$ cat config.mk
export PLATFORM = sky130hd
export DESIGN_NAME = voice_harmonic_scheduler
export DESIGN_NICKNAME = d
export VERILOG_FILES = /design/src/rtl/voice_harmonic_scheduler.sv
export SDC_FILE = /design/constraint.sdc
export NUM_CORES = 1
export LEC_CHECK = 0
export BUFFER_PORTS_ARGS = -buffer_cell sky130_fd_sc_hd__clkbuf_2
export CORE_UTILIZATION = 60
export CTS_CLUSTER_SIZE = 40
export DETAILED_ROUTE_END_ITERATION = 7
export GPL_TIMING_DRIVEN = 0
export PLACE_DENSITY = 0.8
export SLEW_MARGIN = 40
export SYNTH_ARGS = -nofsm -noshare
export SYNTH_HDL_FRONTEND = slang
export SYNTH_SLANG_ARGS = --single-unit
$ cat constraint.sdc
create_clock -name Clk -period 5.5 [get_ports Clk]
set_input_delay 1.65 -clock Clk [delete_from_list [all_inputs] [get_ports Clk]]
set_output_delay 1.65 -clock Clk [all_outputs]
set_load 0.05 [all_outputs]
$ cat src/rtl/voice_harmonic_scheduler.sv
// Additive-synthesis frame scheduler: 4 voices x 6 harmonics share one wavetable ROM,
// one FETCH/ACC pair per slot, mixed result saturated to 16 bits once per sample tick.
module voice_harmonic_scheduler (
    input  logic        Clk,
    input  logic        Reset,
    input  logic        sample_clk,
    input  logic [23:0] freq0,
    input  logic [23:0] freq1,
    input  logic [23:0] freq2,
    input  logic [23:0] freq3,
    input  logic [5:0]  harm_en,
    output logic [9:0]  rom_addr,
    input  logic [15:0] rom_data,
    output logic [15:0] data_out,
    output logic        data_valid,
    output logic        busy,
    output logic        overrun
);

    typedef enum logic [1:0] {StIdle, StFetch, StAcc, StDone} state_e;

    state_e             state_q;
    logic               sc_q, sc_prev_q;
    logic [23:0]        freq_q [4];
    logic [23:0]        phase_q [4];
    logic [5:0]         harm_q;
    logic [1:0]         voice_q;
    logic [2:0]         harm_idx_q;
    logic signed [20:0] acc_q;
    logic [9:0]         rom_addr_q;
    logic [15:0]        data_out_q;
    logic               data_valid_q, busy_q, overrun_q;

    logic               tick;
    logic               last_slot;
    logic [1:0]         nxt_voice;
    logic [2:0]         nxt_harm;
    logic [9:0]         nxt_addr;
    logic [1:0]         shamt;
    logic               slot_en;
    logic signed [20:0] rom_ext;
    logic signed [20:0] term;
    logic signed [20:0] acc_d;
    logic [15:0]        data_out_d;

    // Wavetable index = top 10 bits of the harmonic phase, wrapping mod 2^24.
    function automatic logic [9:0] slot_addr(input logic [23:0] phase, input logic [2:0] h);
        return 10'((phase * {21'd0, h}) >> 14);
    endfunction

    assign tick = sc_q & ~sc_prev_q;

    always_comb begin
        last_slot = (voice_q == 2'd3) && (harm_idx_q == 3'd5);
        if (harm_idx_q == 3'd5) begin
            nxt_voice = voice_q + 2'd1;
            nxt_harm  = 3'd0;
        end else begin
            nxt_voice = voice_q;
            nxt_harm  = harm_idx_q + 3'd1;
        end
        nxt_addr = slot_addr(phase_q[nxt_voice], nxt_harm + 3'd1);
    end

    always_comb begin
        unique case (harm_idx_q)
            3'd0:       shamt = 2'd0;
            3'd1, 3'd2: shamt = 2'd1;
            default:    shamt = 2'd2;
        endcase
        slot_en = harm_q[harm_idx_q] && (freq_q[voice_q] != 24'd0);
        rom_ext = {{5{rom_data[15]}}, rom_data};
        term    = slot_en ? (rom_ext >>> shamt) : 21'sd0;
        acc_d   = acc_q + term;
    end

    always_comb begin
        if (acc_q > 21'sd32767) begin
            data_out_d = 16'h7fff;
        end else if (acc_q < -21'sd32768) begin
            data_out_d = 16'h8000;
        end else begin
            data_out_d = acc_q[15:0];
        end
    end

    always_ff @(posedge Clk) begin
        if (!Reset) begin
            state_q      <= StIdle;
            sc_q         <= 1'b0;
            sc_prev_q    <= 1'b0;
            harm_q       <= '0;
            voice_q      <= '0;
            harm_idx_q   <= '0;
            acc_q        <= '0;
            rom_addr_q   <= '0;
            data_out_q   <= '0;
            data_valid_q <= 1'b0;
            busy_q       <= 1'b0;
            overrun_q    <= 1'b0;
            for (int i = 0; i < 4; i++) begin
                freq_q[i]  <= '0;
                phase_q[i] <= '0;
            end
        end else begin
            sc_q         <= sample_clk;
            sc_prev_q    <= sc_q;
            data_valid_q <= 1'b0;
            // A tick during a frame (DONE included) is dropped, only flagged.
            if (tick && state_q != StIdle) begin
                overrun_q <= 1'b1;
            end
            unique case (state_q)
                StIdle: begin
                    if (tick) begin
                        freq_q[0]  <= freq0;
                        freq_q[1]  <= freq1;
                        freq_q[2]  <= freq2;
                        freq_q[3]  <= freq3;
                        harm_q     <= harm_en;
                        acc_q      <= '0;
                        voice_q    <= '0;
                        harm_idx_q <= '0;
                        rom_addr_q <= phase_q[0][23:14];
                        busy_q     <= 1'b1;
                        state_q    <= StFetch;
                    end
                end
                StFetch: begin
                    state_q <= StAcc;
                end
                StAcc: begin
                    acc_q <= acc_d;
                    if (last_slot) begin
                        state_q <= StDone;
                    end else begin
                        voice_q    <= nxt_voice;
                        harm_idx_q <= nxt_harm;
                        rom_addr_q <= nxt_addr;
                        state_q    <= StFetch;
                    end
                end
                StDone: begin
                    data_out_q   <= data_out_d;
                    data_valid_q <= 1'b1;
                    busy_q       <= 1'b0;
                    state_q      <= StIdle;
                    // Silent voices restart from phase 0 on their next note.
                    for (int i = 0; i < 4; i++) begin
                        phase_q[i] <= (freq_q[i] != 24'd0) ? phase_q[i] + freq_q[i] : 24'd0;
                    end
                end
            endcase
        end
    end

    assign rom_addr   = rom_addr_q;
    assign data_out   = data_out_q;
    assign data_valid = data_valid_q;
    assign busy       = busy_q;
    assign overrun    = overrun_q;

endmodule

==> flow_metrics.env, run 1 <==
export IMPL_synth_compound_area_share_pct=14.0
export IMPL_cp_required_ns=5.94
export IMPL_rsz0062_at_grt="false"
export IMPL_async_reset_ff_share_pct=0
export IMPL_synthMuxAreaShare_pct=4.75
export IMPL_swShare_pct=26.4
export IMPL_cts_path_max_buffers=3
export IMPL_multiInputGateArea_mm2=0.00952
export IMPL_power_density_mw_per_mm2=251
export IMPL_ioPinCount=150
export IMPL_h_tree_depth=1
export IMPL_regArea_mm2=0.00711
export IMPL_diodes=0
export IMPL_hold_path_class="reg2reg"
export IMPL_vias=13900
export IMPL_grt_first_pass_wirelength_mm=67.6
export IMPL_die_area_mm2=0.0293
export IMPL_post_route_util_pct=69.4
export IMPL_setup_viol=0
export IMPL_antenna_found_initial=2
export IMPL_syn_area_mm2=0.0172
export IMPL_cts_hold_fix_buffers=0
export IMPL_cts_clk_slew_worst_paths_ns=0.06
export IMPL_power_frac_comb_pct=14.1
export IMPL_ys_warn_count=0
export IMPL_drt_total_wl_mm=43.4
export IMPL_drcViolationCount=0
export IMPL_grt_max_degree=54
export IMPL_place_gp_congestion=0.940
export IMPL_end_kind="register"
export IMPL_num_nets_final=2184
export IMPL_synthXorXnorAreaFrac_pct=4.80
export IMPL_power_leakage_nw=8.35
export IMPL_root_buffer="clkbuf_16"
export IMPL_max_freq_mhz=191
export IMPL_coreArea_mm2=0.0279
export IMPL_synthesis_nets=2003
export IMPL_drtIter0Drc=1230
export IMPL_netSwitchingPower_mw=1.29
export IMPL_synth_area_leaders="edfxtp_1 34%, ha_1 9.7%, dfxtp_1 7.8%"
export IMPL_crit_fanout=7
export IMPL_finalNonFillerCells=2302
export IMPL_wl_per_cell_um=18.9
export IMPL_clkPwrFrac_pct=38.8
export IMPL_startpoint_type="register"
export IMPL_tightestPinTransition_ns=0.876
export IMPL_grt_pass1_vias=13200
export IMPL_std_cell_rows=61
export IMPL_ys_seq_area_share_pct=41.4
export IMPL_slew_violations=0
export IMPL_synthAdderAreaFrac_pct=12.7
export IMPL_power_internal_mw=3.58
export IMPL_finalCriticalPeriod_ns=5.25
export IMPL_syn2layout_area_growth_pct=13.0
export IMPL_synth_top_area_share_pct=33.6
export IMPL_totalPowerFinal_mw=4.86
export IMPL_dieHeight_um=171
export IMPL_port_buffers=149
export IMPL_ys_types=78
export IMPL_slew_headroom_pct=41.6
export IMPL_cts_tree="built"
export IMPL_max_cap_violations=0
export IMPL_synth_area_leader_cell="edfxtp_1"
export IMPL_drive_gt1_share_pct=14.2
export IMPL_synth_edff_count=192
export IMPL_drt_pass1_iter_count=6
export IMPL_dpl_hpwl_mm=33.6
export IMPL_critPathKind="reg2reg"
export IMPL_placedCellCount=2252
export IMPL_synthTopCellsByCount="192 x edfxtp_1, 169 x nor2_1, 156 x nand2_1, 133 x ha_1, 109 x and2_1"
export IMPL_p_seq_share_pct=47.0
export IMPL_overflow=0
export IMPL_die_x_um=171
export IMPL_placedInstanceArea_mm2=0.0185
export IMPL_clock_sinks=259
export IMPL_vias_per_cell=6.05
export IMPL_synthSimpleGateAreaFrac_pct=19.2
export IMPL_finalHoldViolations=0
export IMPL_avgSynthCellArea_um2=9.96
export IMPL_period_share_pct=95.4
export IMPL_gr_usage_all_layers_pct=29.9
export IMPL_ir_drop_mv=0.245
export IMPL_yosysMostFrequentCell="edfxtp_1"
export IMPL_synth_top_family_by_area="simple AND/OR/NAND/NOR gates"
export IMPL_rrSetupSlack_ns=0.25
export IMPL_postSynthCellCount=1723
export IMPL_design_area_mm2=0.0194
export IMPL_ant_nets=0
export IMPL_numCtsBuffers=28
export IMPL_synth_ff_latch_count=259
export IMPL_synthFlopType="edfxtp_1"
export IMPL_n_fill_cell=2176
export IMPL_fin_skew_ns=0.0126
export IMPL_start_util_pct=61.4
export IMPL_status="completed"
export IMPL_clock_latency_ns=0.56
export IMPL_critPathArrivalTime_ns=5.69
[state kept, by name (all words and copies together) (netlist names), named ones only]
register / flops
freq_q: 96
phase_q: 96
acc_q: 21
data_out: 16
rom_addr: 10
harm_q: 6
harm_idx_q: 3
state_q: 2
voice_q: 2
busy: 1
data_valid: 1
overrun: 1
sc_prev_q: 1
sc_q: 1
[power groups by stage]
| stage | Clock (mW) | Combinational, mW | Sequential [mW] |
|---|---|---|---|
| 2_1_floorplan | 0 | 0.481 | 2.30 |
| 3_3_place_gp | 0 | 0.641 | 2.33 |
| 3_5_place_dp | 0 | 0.674 | 2.32 |
| 4_1_cts | 1.91 | 0.681 | 2.28 |
| 5_1_grt | 1.97 | 0.761 | 2.29 |
| 6_report | 1.89 | 0.688 | 2.29 |
[placed cells by master, fill, tap and decap left out, drive strengths merged, types with 67 or more instances in the layout]
| cell type | instances |
|---|---|
| ha | 133 |
| clkbuf | 235 |
| dfxtp | 67 |
| inv | 78 |
| o21ai | 90 |
| a21oi | 98 |
| edfxtp | 192 |
| nand2 | 156 |
| nor2 | 170 |
| and2 | 109 |
[worst max-delay path, stage by stage, from the launching register on]
cell	delay, ns
edfxtp_1	0.42
nor4_1	0.53
nand4_1	0.20
nor2_1	0.36
mux4_2	0.31
or2_1	0.09
clkbuf_1	0.30
a311oi_1	0.09
ha_1	0.24
fa_1	0.40
a21o_1	0.18
a21o_1	0.19
a21oi_1	0.24
o21a_1	0.19
o2111ai_1	0.22
a31o_2	0.31
a21oi_1	0.27
nand4b_1	0.19
o221ai_1	0.11
a2bb2o_1	0.30
[logic make-up after synthesis]
logic type	Yosys count
xor+xnor	94
simple gates	662
compound gates	363
fa+ha+maj	159
flops	259
mux	48
buf+inv	138
[per-stage QoR]
step	hold WS [ns]	setup TNS, ns	setup slack, ns
floorplan	0.421	0	0.589
global placement	0.432	-54.44	-0.576
detailed placement	0.439	-0.0508	-0.0508
CTS	0.453	0	0.00159
global route	0.482	0	0.0120
finish	0.451	0	0.253
[final cells by class]
cell class	instances	area share, %
sequential	259	36.7
clock buffer	35	4.02
inverter	76	1.54
timing repair buffer	151	4.13
clock inverter	15	0.710
tap	378	2.44
multi-input combinational	1326	49.1
buffer	62	1.37
[worst paths after layout]
| check | startpoint | to | cells after the start |
|---|---|---|---|
| setup / recovery | freq_q[2][12] | acc_q[20] | 19 |
| hold / removal | data_out[5] | data_out[5] | 2 |
| setup reg to reg | freq_q[2][12] | acc_q[20] | 19 |
| hold reg to reg | data_out[5] | data_out[5] | 2 |
[routing by layer]
| metal | GRT usage, % | share of wire (%) | vias up |
|---|---|---|---|
| li1 | - | - | 6654 |
| met4 | 10.7 | 3.5 | 2 |
| met2 | 50.1 | 47 | 522 |
| met5 | 0 | 0.023 | - |
| met1 | 39.3 | 42 | 6667 |
| met3 | 4.35 | 7.4 | 90 |
[repair_timing]
action | 4_1_cts | 5_1_grt
buffers inserted | 0 | 0
setup endpoints to repair | 1 | 4
gates resized for setup | 1 | 7
gates cloned | 0 | 0
Power figures use the tool's default switching activity.
==> run 2: changes to the inputs <==
Settings changed: ABC_AREA set to 1, SETUP_SLACK_MARGIN set to 0.4.
==> run 2 against run 1 <==
Net effect: worst setup slack better by 0.43 ns; via count up 18%; wire length grew 13%; clock power increased by 3%; final cell count grew 23%; global-route usage up 2.8 points; sequential cell count is the same; synthesized area up 2.7%; clock skew grew 0.0074 ns; final area increased by 2.9%; fmax increased by 8.8%; register-to-register slack improved by 0.43 ns; critical path type unchanged; largest power group unchanged; highest routed layer is now met4.
==> flow_metrics.env, run 2 <==
export IMPL_status="completed"
export IMPL_cts_setup_buffers=0
export IMPL_dieHeight_um=173
export IMPL_grt_first_pass_wirelength_mm=78.4
export IMPL_place_gp_congestion=1.01
export IMPL_drtIter0Drc=1450
export IMPL_ys_types=52
export IMPL_ys_warn_count=0
export IMPL_clock_latency_ns=0.57
export IMPL_drive_gt1_share_pct=9.95
export IMPL_die_x_um=173
export IMPL_ioPinCount=150
export IMPL_synthAdderAreaFrac_pct=12.4
export IMPL_synthesis_nets=2526
export IMPL_end_kind="register"
export IMPL_ir_drop_mv=0.343
export IMPL_crit_fanout=10
export IMPL_dpl_hpwl_mm=38.7
export IMPL_grt_pass1_vias=15400
export IMPL_period_share_pct=87.7
export IMPL_clock_sinks=259
export IMPL_tightestPinTransition_ns=0.965
export IMPL_finalNonFillerCells=2836
export IMPL_clkPwrFrac_pct=40.2
export IMPL_antenna_found_initial=0
export IMPL_totalPowerFinal_mw=4.84
export IMPL_h_tree_depth=1
export IMPL_drt_pass1_iter_count=6
export IMPL_start_util_pct=61.2
export IMPL_synthMuxAreaShare_pct=0
export IMPL_critPathArrivalTime_ns=5.25
export IMPL_path_cells="inv_2 -> nand3_4 -> nand2_4 -> nand2_2 -> buf_6 -> clkbuf_1 -> clkbuf_2 -> o21ai_0 -> o22ai_1 -> nand2_1 -> fa_1 -> inv_1 -> ha_1 -> a21oi_1 -> o21ai_0 -> nand2_1 -> o21ai_0 -> a211oi_1 -> o21ai_1 -> xor2_1 -> o21ai_1 -> a21oi_1"
export IMPL_drcViolationCount=0
export IMPL_avgSynthCellArea_um2=7.85
export IMPL_finalHoldViolations=0
export IMPL_setup_viol=0
export IMPL_p_seq_share_pct=46.8
export IMPL_fin_skew_ns=0.0200
export IMPL_root_buffer="clkbuf_16"
export IMPL_placedCellCount=2782
export IMPL_rsz0062_at_grt="true"
export IMPL_postSynthCellCount=2246
export IMPL_std_cell_rows=62
export IMPL_synth_edff_count=192
export IMPL_num_nets_final=2709
export IMPL_swShare_pct=27.2
export IMPL_port_buffers=148
export IMPL_place_ws_ns=0.644
export IMPL_cpPeakStageDelay_ns=0.56
export IMPL_overflow=0
export IMPL_final_cell_mix="372 x nand2_1, 310 x inv_1, 299 x a21oi_1"
export IMPL_power_density_mw_per_mm2=243
export IMPL_power_internal_mw=3.52
export IMPL_finalCriticalPeriod_ns=4.82
export IMPL_cts_repair_resized=0
export IMPL_coreArea_mm2=0.0288
export IMPL_slew_headroom_pct=35.1
export IMPL_slew_violations=0
export IMPL_synth_top_family_by_area="simple AND/OR/NAND/NOR gates"
export IMPL_synth_area_leaders="edfxtp_1 33%, ha_1 9.4%, a21oi_1 8.5%"
export IMPL_cts_path_max_buffers=3
export IMPL_critPathKind="reg2reg"
export IMPL_hold_slack_ns=0.442
export IMPL_crit_slowest_cell="fa_1"
export IMPL_cts_clk_slew_worst_paths_ns=0.06
export IMPL_cts_hold_fix_buffers=0
export IMPL_max_freq_mhz=207
export IMPL_synthSimpleGateAreaFrac_pct=19.3
export IMPL_yosysMostFrequentCell="nand2_1"
export IMPL_fin_ws_ns=0.678
export IMPL_synth_area_leader_cell="edfxtp_1"
export IMPL_reg_largest_list="freq_q x96, phase_q x96, acc_q x21"
export IMPL_synth_compound_area_share_pct=19.1
export IMPL_max_cap_violations=0
export IMPL_cp_required_ns=5.93
export IMPL_ys_seq_area_share_pct=40.3
export IMPL_synth_top_area_share_pct=32.7
export IMPL_async_reset_ff_share_pct=0
export IMPL_startpoint_type="register"
export IMPL_gr_usage_all_layers_pct=32.6
export IMPL_vias_per_cell=5.78
export IMPL_synthFlopType="edfxtp_1"
export IMPL_power_frac_comb_pct=13.0
export IMPL_diodes=0
export IMPL_ant_nets=0
export IMPL_wl_per_cell_um=17.3
export IMPL_synthXorXnorAreaFrac_pct=0.894
export IMPL_numCtsBuffers=29
export IMPL_grt_max_degree=48
export IMPL_cts_tree="built"
export IMPL_layout_commonest_cell="nand2_1"
export IMPL_syn_area_mm2=0.0176
export IMPL_timing_critical_path_mode_cell="o21ai_0"
export IMPL_drt_total_wl_mm=49.0
export IMPL_synth_ff_latch_count=259
export IMPL_netSwitchingPower_mw=1.31
export IMPL_die_area_mm2=0.0301
export IMPL_vias=16400
export IMPL_hold_path_class="reg2reg"
export IMPL_power_leakage_nw=9.47
export IMPL_synthTopCellsByCount="374 x nand2_1, 310 x inv_1, 299 x a21oi_1, 283 x nor2_1, 192 x edfxtp_1"
export IMPL_syn2layout_area_growth_pct=13.1
## run 2: path summary, 6_finish.rpt
kind | cells past startpoint | slack, ns | from | end
min | 2 | 0.44 | sc_q | sc_prev_q
max | 22 | 0.68 | harm_idx_q[1] | rom_addr[6]
min reg2reg | 2 | 0.44 | sc_q | sc_prev_q
max reg2reg | 22 | 0.68 | harm_idx_q[1] | rom_addr[6]
## run 2: worst max-delay path: cells and delay by family, from the launching register on
family | cells | cell delay [ns]
compound gates | 9 | 1.68
fa+ha+maj | 2 | 0.87
flops | 1 | 0.50
xor+xnor | 1 | 0.16
buf+inv | 5 | 0.93
simple gates | 5 | 0.52
## run 2: logic make-up after synthesis
group / after synthesis
adders and majority gates: 159
AOI/OAI and AO/OA: 616
buffers and inverters: 373
xor gates and xnor gates: 18
DFF: 259
and+or+nand+nor: 821
## run 2: cell type report
| cell class | instances | area (um2) |
|---|---|---|
| sequential | 259 | 7110 |
| multi-input combinational | 1614 | 9150 |
| clock buffer | 44 | 852 |
| timing repair buffer | 152 | 821 |
| tap | 384 | 480 |
| buffer | 57 | 240 |
| inverter | 316 | 1190 |
| fill | 2383 | 8840 |
| clock inverter | 10 | 97.6 |
## run 2: stage by stage
stage	instance area, um2	utilization [%]	TNS, ns
final	19900	69.3	0
after global routing	19900	69.3	0
after CTS	19900	69.1	0
after detailed placement	18900	65.8	0
after global placement	18800	65.5	-51.62
after floorplan	17600	-	0
## run 2: layer usage
metal | share of wire [%] | track usage (%) | wire, um | up-vias
met2 | 46 | 54.4 | 22700 | 683
met1 | 42 | 43.4 | 20700 | 7587
met5 | 0 | 0 | 0 | -
met4 | 3.1 | 10.4 | 1540 | 0
met3 | 8.5 | 5.31 | 4160 | 88
li1 | - | - | - | 8041
## run 2: power groups by stage
stage          sequential (mW)  clock (mW)  combinational [mW]
2_1_floorplan             2.29           0               0.419
3_3_place_gp              2.31           0               0.581
3_5_place_dp              2.30           0               0.613
4_1_cts                   2.26        1.96               0.618
5_1_grt                   2.27        2.03               0.712
6_report                  2.26        1.94               0.627
==> run 3: changes to the inputs <==
Settings changed: CORE_MARGIN set to 4.
==> run 3 against run 2 <==
Net effect: combinational power is 1% higher; register-to-register slack improved by 0.098 ns; critical path depth decreased by 5.
==> flow_metrics.env, run 3 (synthesized netlist as in run 2, its figures left out) <==
export IMPL_status="completed"
export IMPL_setup_viol=0
export IMPL_critPathKind="reg2reg"
export IMPL_crit_slowest_cell="nor4_1"
export IMPL_die_area_mm2=0.0322
export IMPL_antenna_found_initial=1
export IMPL_hold_path_class="reg2reg"
export IMPL_startpoint_type="register"
export IMPL_rsz0062_at_grt="false"
export IMPL_cts_clk_slew_worst_paths_ns=0.07
export IMPL_drtIter0Drc=1591
export IMPL_netSwitchingPower_mw=1.34
export IMPL_swShare_pct=27.3
export IMPL_path_cells="or2_2 -> nor4_1 -> a31oi_1 -> o21ai_0 -> nand2_1 -> nand2_1 -> clkbuf_1 -> nor2_1 -> ha_1 -> a21oi_1 -> o21ai_0 -> a21oi_1 -> o21ai_0 -> a221oi_1 -> nand3b_1 -> nand3_1 -> a21oi_1"
export IMPL_end_kind="register"
export IMPL_fin_skew_ns=0.0148
export IMPL_power_frac_comb_pct=12.9
export IMPL_ant_nets=0
export IMPL_fin_ws_ns=0.776
export IMPL_ioPinCount=150
export IMPL_max_cap_violations=0
export IMPL_num_nets_final=2709
export IMPL_finalHoldViolations=0
export IMPL_rr_startpoint="freq_q[2][4]"
export IMPL_critical_path_buf_inv_count=1
export IMPL_cts_path_max_buffers=3
export IMPL_multiInputGateArea_mm2=0.00916
export IMPL_setup_tns_ns=0
export IMPL_hold_slack_ns=0.432
export IMPL_critPathArrivalTime_ns=5.22
export IMPL_power_leakage_nw=9.46
export IMPL_slew_headroom_pct=37.7
export IMPL_slew_violations=0
export IMPL_place_ws_ns=0.629
export IMPL_gr_usage_all_layers_pct=30.4
export IMPL_root_buffer="clkbuf_16"
export IMPL_placedInstanceArea_mm2=0.0189
export IMPL_syn2layout_area_growth_pct=13.3
export IMPL_min_path_cells=2
export IMPL_clock_sinks=259
export IMPL_dpl_hpwl_mm=40.2
export IMPL_rrSetupSlack_ns=0.78
export IMPL_r2r_cells=17
export IMPL_cp_top_family="simple AND/OR/NAND/NOR gates"
export IMPL_reg2reg_to="acc_q[20]"
export IMPL_grt_pass1_vias=15600
export IMPL_finalCriticalPeriod_ns=4.72
export IMPL_clock_latency_ns=0.58
export IMPL_totalPowerFinal_mw=4.91
export IMPL_tightestPinTransition_ns=0.926
export IMPL_dieHeight_um=179
export IMPL_grt_max_degree=48
export IMPL_regArea_mm2=0.00711
export IMPL_period_share_pct=85.9
export IMPL_design_area_mm2=0.0200
export IMPL_place_gp_congestion=0.981
export IMPL_die_x_um=179
export IMPL_reg_largest_list="freq_q x96, phase_q x96, acc_q x21"
export IMPL_max_freq_mhz=212
export IMPL_n_fill_cell=2352
export IMPL_vias_per_cell=5.79
export IMPL_drive_gt1_share_pct=9.99
export IMPL_cpPeakStageDelay_ns=0.76
export IMPL_diodes=0
export IMPL_start_util_pct=61.1
export IMPL_placedCellCount=2782
export IMPL_cts_tree="built"
export IMPL_power_internal_mw=3.57
export IMPL_layout_commonest_cell="nand2_1"
export IMPL_power_density_mw_per_mm2=246
export IMPL_finalNonFillerCells=2836
export IMPL_drcViolationCount=0
export IMPL_drt_total_wl_mm=50.7
export IMPL_coreArea_mm2=0.0289
export IMPL_final_cell_mix="372 x nand2_1, 310 x inv_1, 299 x a21oi_1"
export IMPL_crit_fanout=10
export IMPL_post_route_util_pct=69.2
export IMPL_grt_first_pass_wirelength_mm=80.6
export IMPL_drt_pass1_iter_count=8
export IMPL_p_seq_share_pct=46.1
export IMPL_cts_setup_buffers=0
export IMPL_wl_per_cell_um=17.9
export IMPL_overflow=0
export IMPL_numCtsBuffers=29
export IMPL_port_buffers=148
export IMPL_min_to="sc_prev_q"
export IMPL_std_cell_rows=62
export IMPL_vias=16400
export IMPL_cp_required_ns=6.00
export IMPL_clkPwrFrac_pct=41.0
export IMPL_hp_start="sc_q"
export IMPL_ir_drop_mv=0.256
export IMPL_h_tree_depth=1
[run 3: repair_timing]
item,in CTS,in global routing
resized for setup,0,16
setup endpoints to repair,0,6
hold buffers,0,0
hold endpoints to repair,0,0
[run 3: routing by layer]
metal	global-route usage, %	share of wire, %	up-vias
met1	41.1	42	7591
met5	0	0	-
li1	-	-	8048
met2	48.8	45	673
met3	5.96	8.7	111
met4	11.6	4.2	0
[run 3: how the worst max path moves through the flow]
stage,depth (start not counted),from,end
2_1_floorplan,3,Reset,phase_q[0][0]
3_3_place_gp,3,Reset,phase_q[3][23]
3_5_place_dp,22,harm_idx_q[0],rom_addr[6]
4_1_cts,22,harm_idx_q[0],rom_addr[6]
5_1_grt,22,harm_idx_q[1],rom_addr[6]
6_report,17,freq_q[2][4],acc_q[20]
[run 3: power groups by stage]
| stage | Clock (mW) | Sequential [mW] | Combinational, mW |
|---|---|---|---|
| after floorplan | 0 | 2.29 | 0.419 |
| after global placement | 0 | 2.32 | 0.585 |
| after detailed placement | 0 | 2.30 | 0.617 |
| after CTS | 2.02 | 2.26 | 0.622 |
| after global routing | 2.11 | 2.27 | 0.713 |
| final | 2.01 | 2.27 | 0.633 |
[run 3: final cells by class]
class                      instances  area share (%)
multi-input combinational       1614            45.9
sequential                       259            35.6
buffer                            57            1.22
clock inverter                    19            1.14
tap                              384            2.41
timing repair buffer             152            4.11
clock buffer                      35            3.75
inverter                         316            5.94
[run 3: worst register-to-register path: cells and delay by family, from the launching register on]
family                   cells  cell delay [ns]
AND/OR/NAND/NOR              7             1.85
buffers and inverters        1             0.34
adder cells (fa/ha/maj)      1             0.36
flip-flops                   1             0.39
AO/OA/AOI/OAI                8             1.71
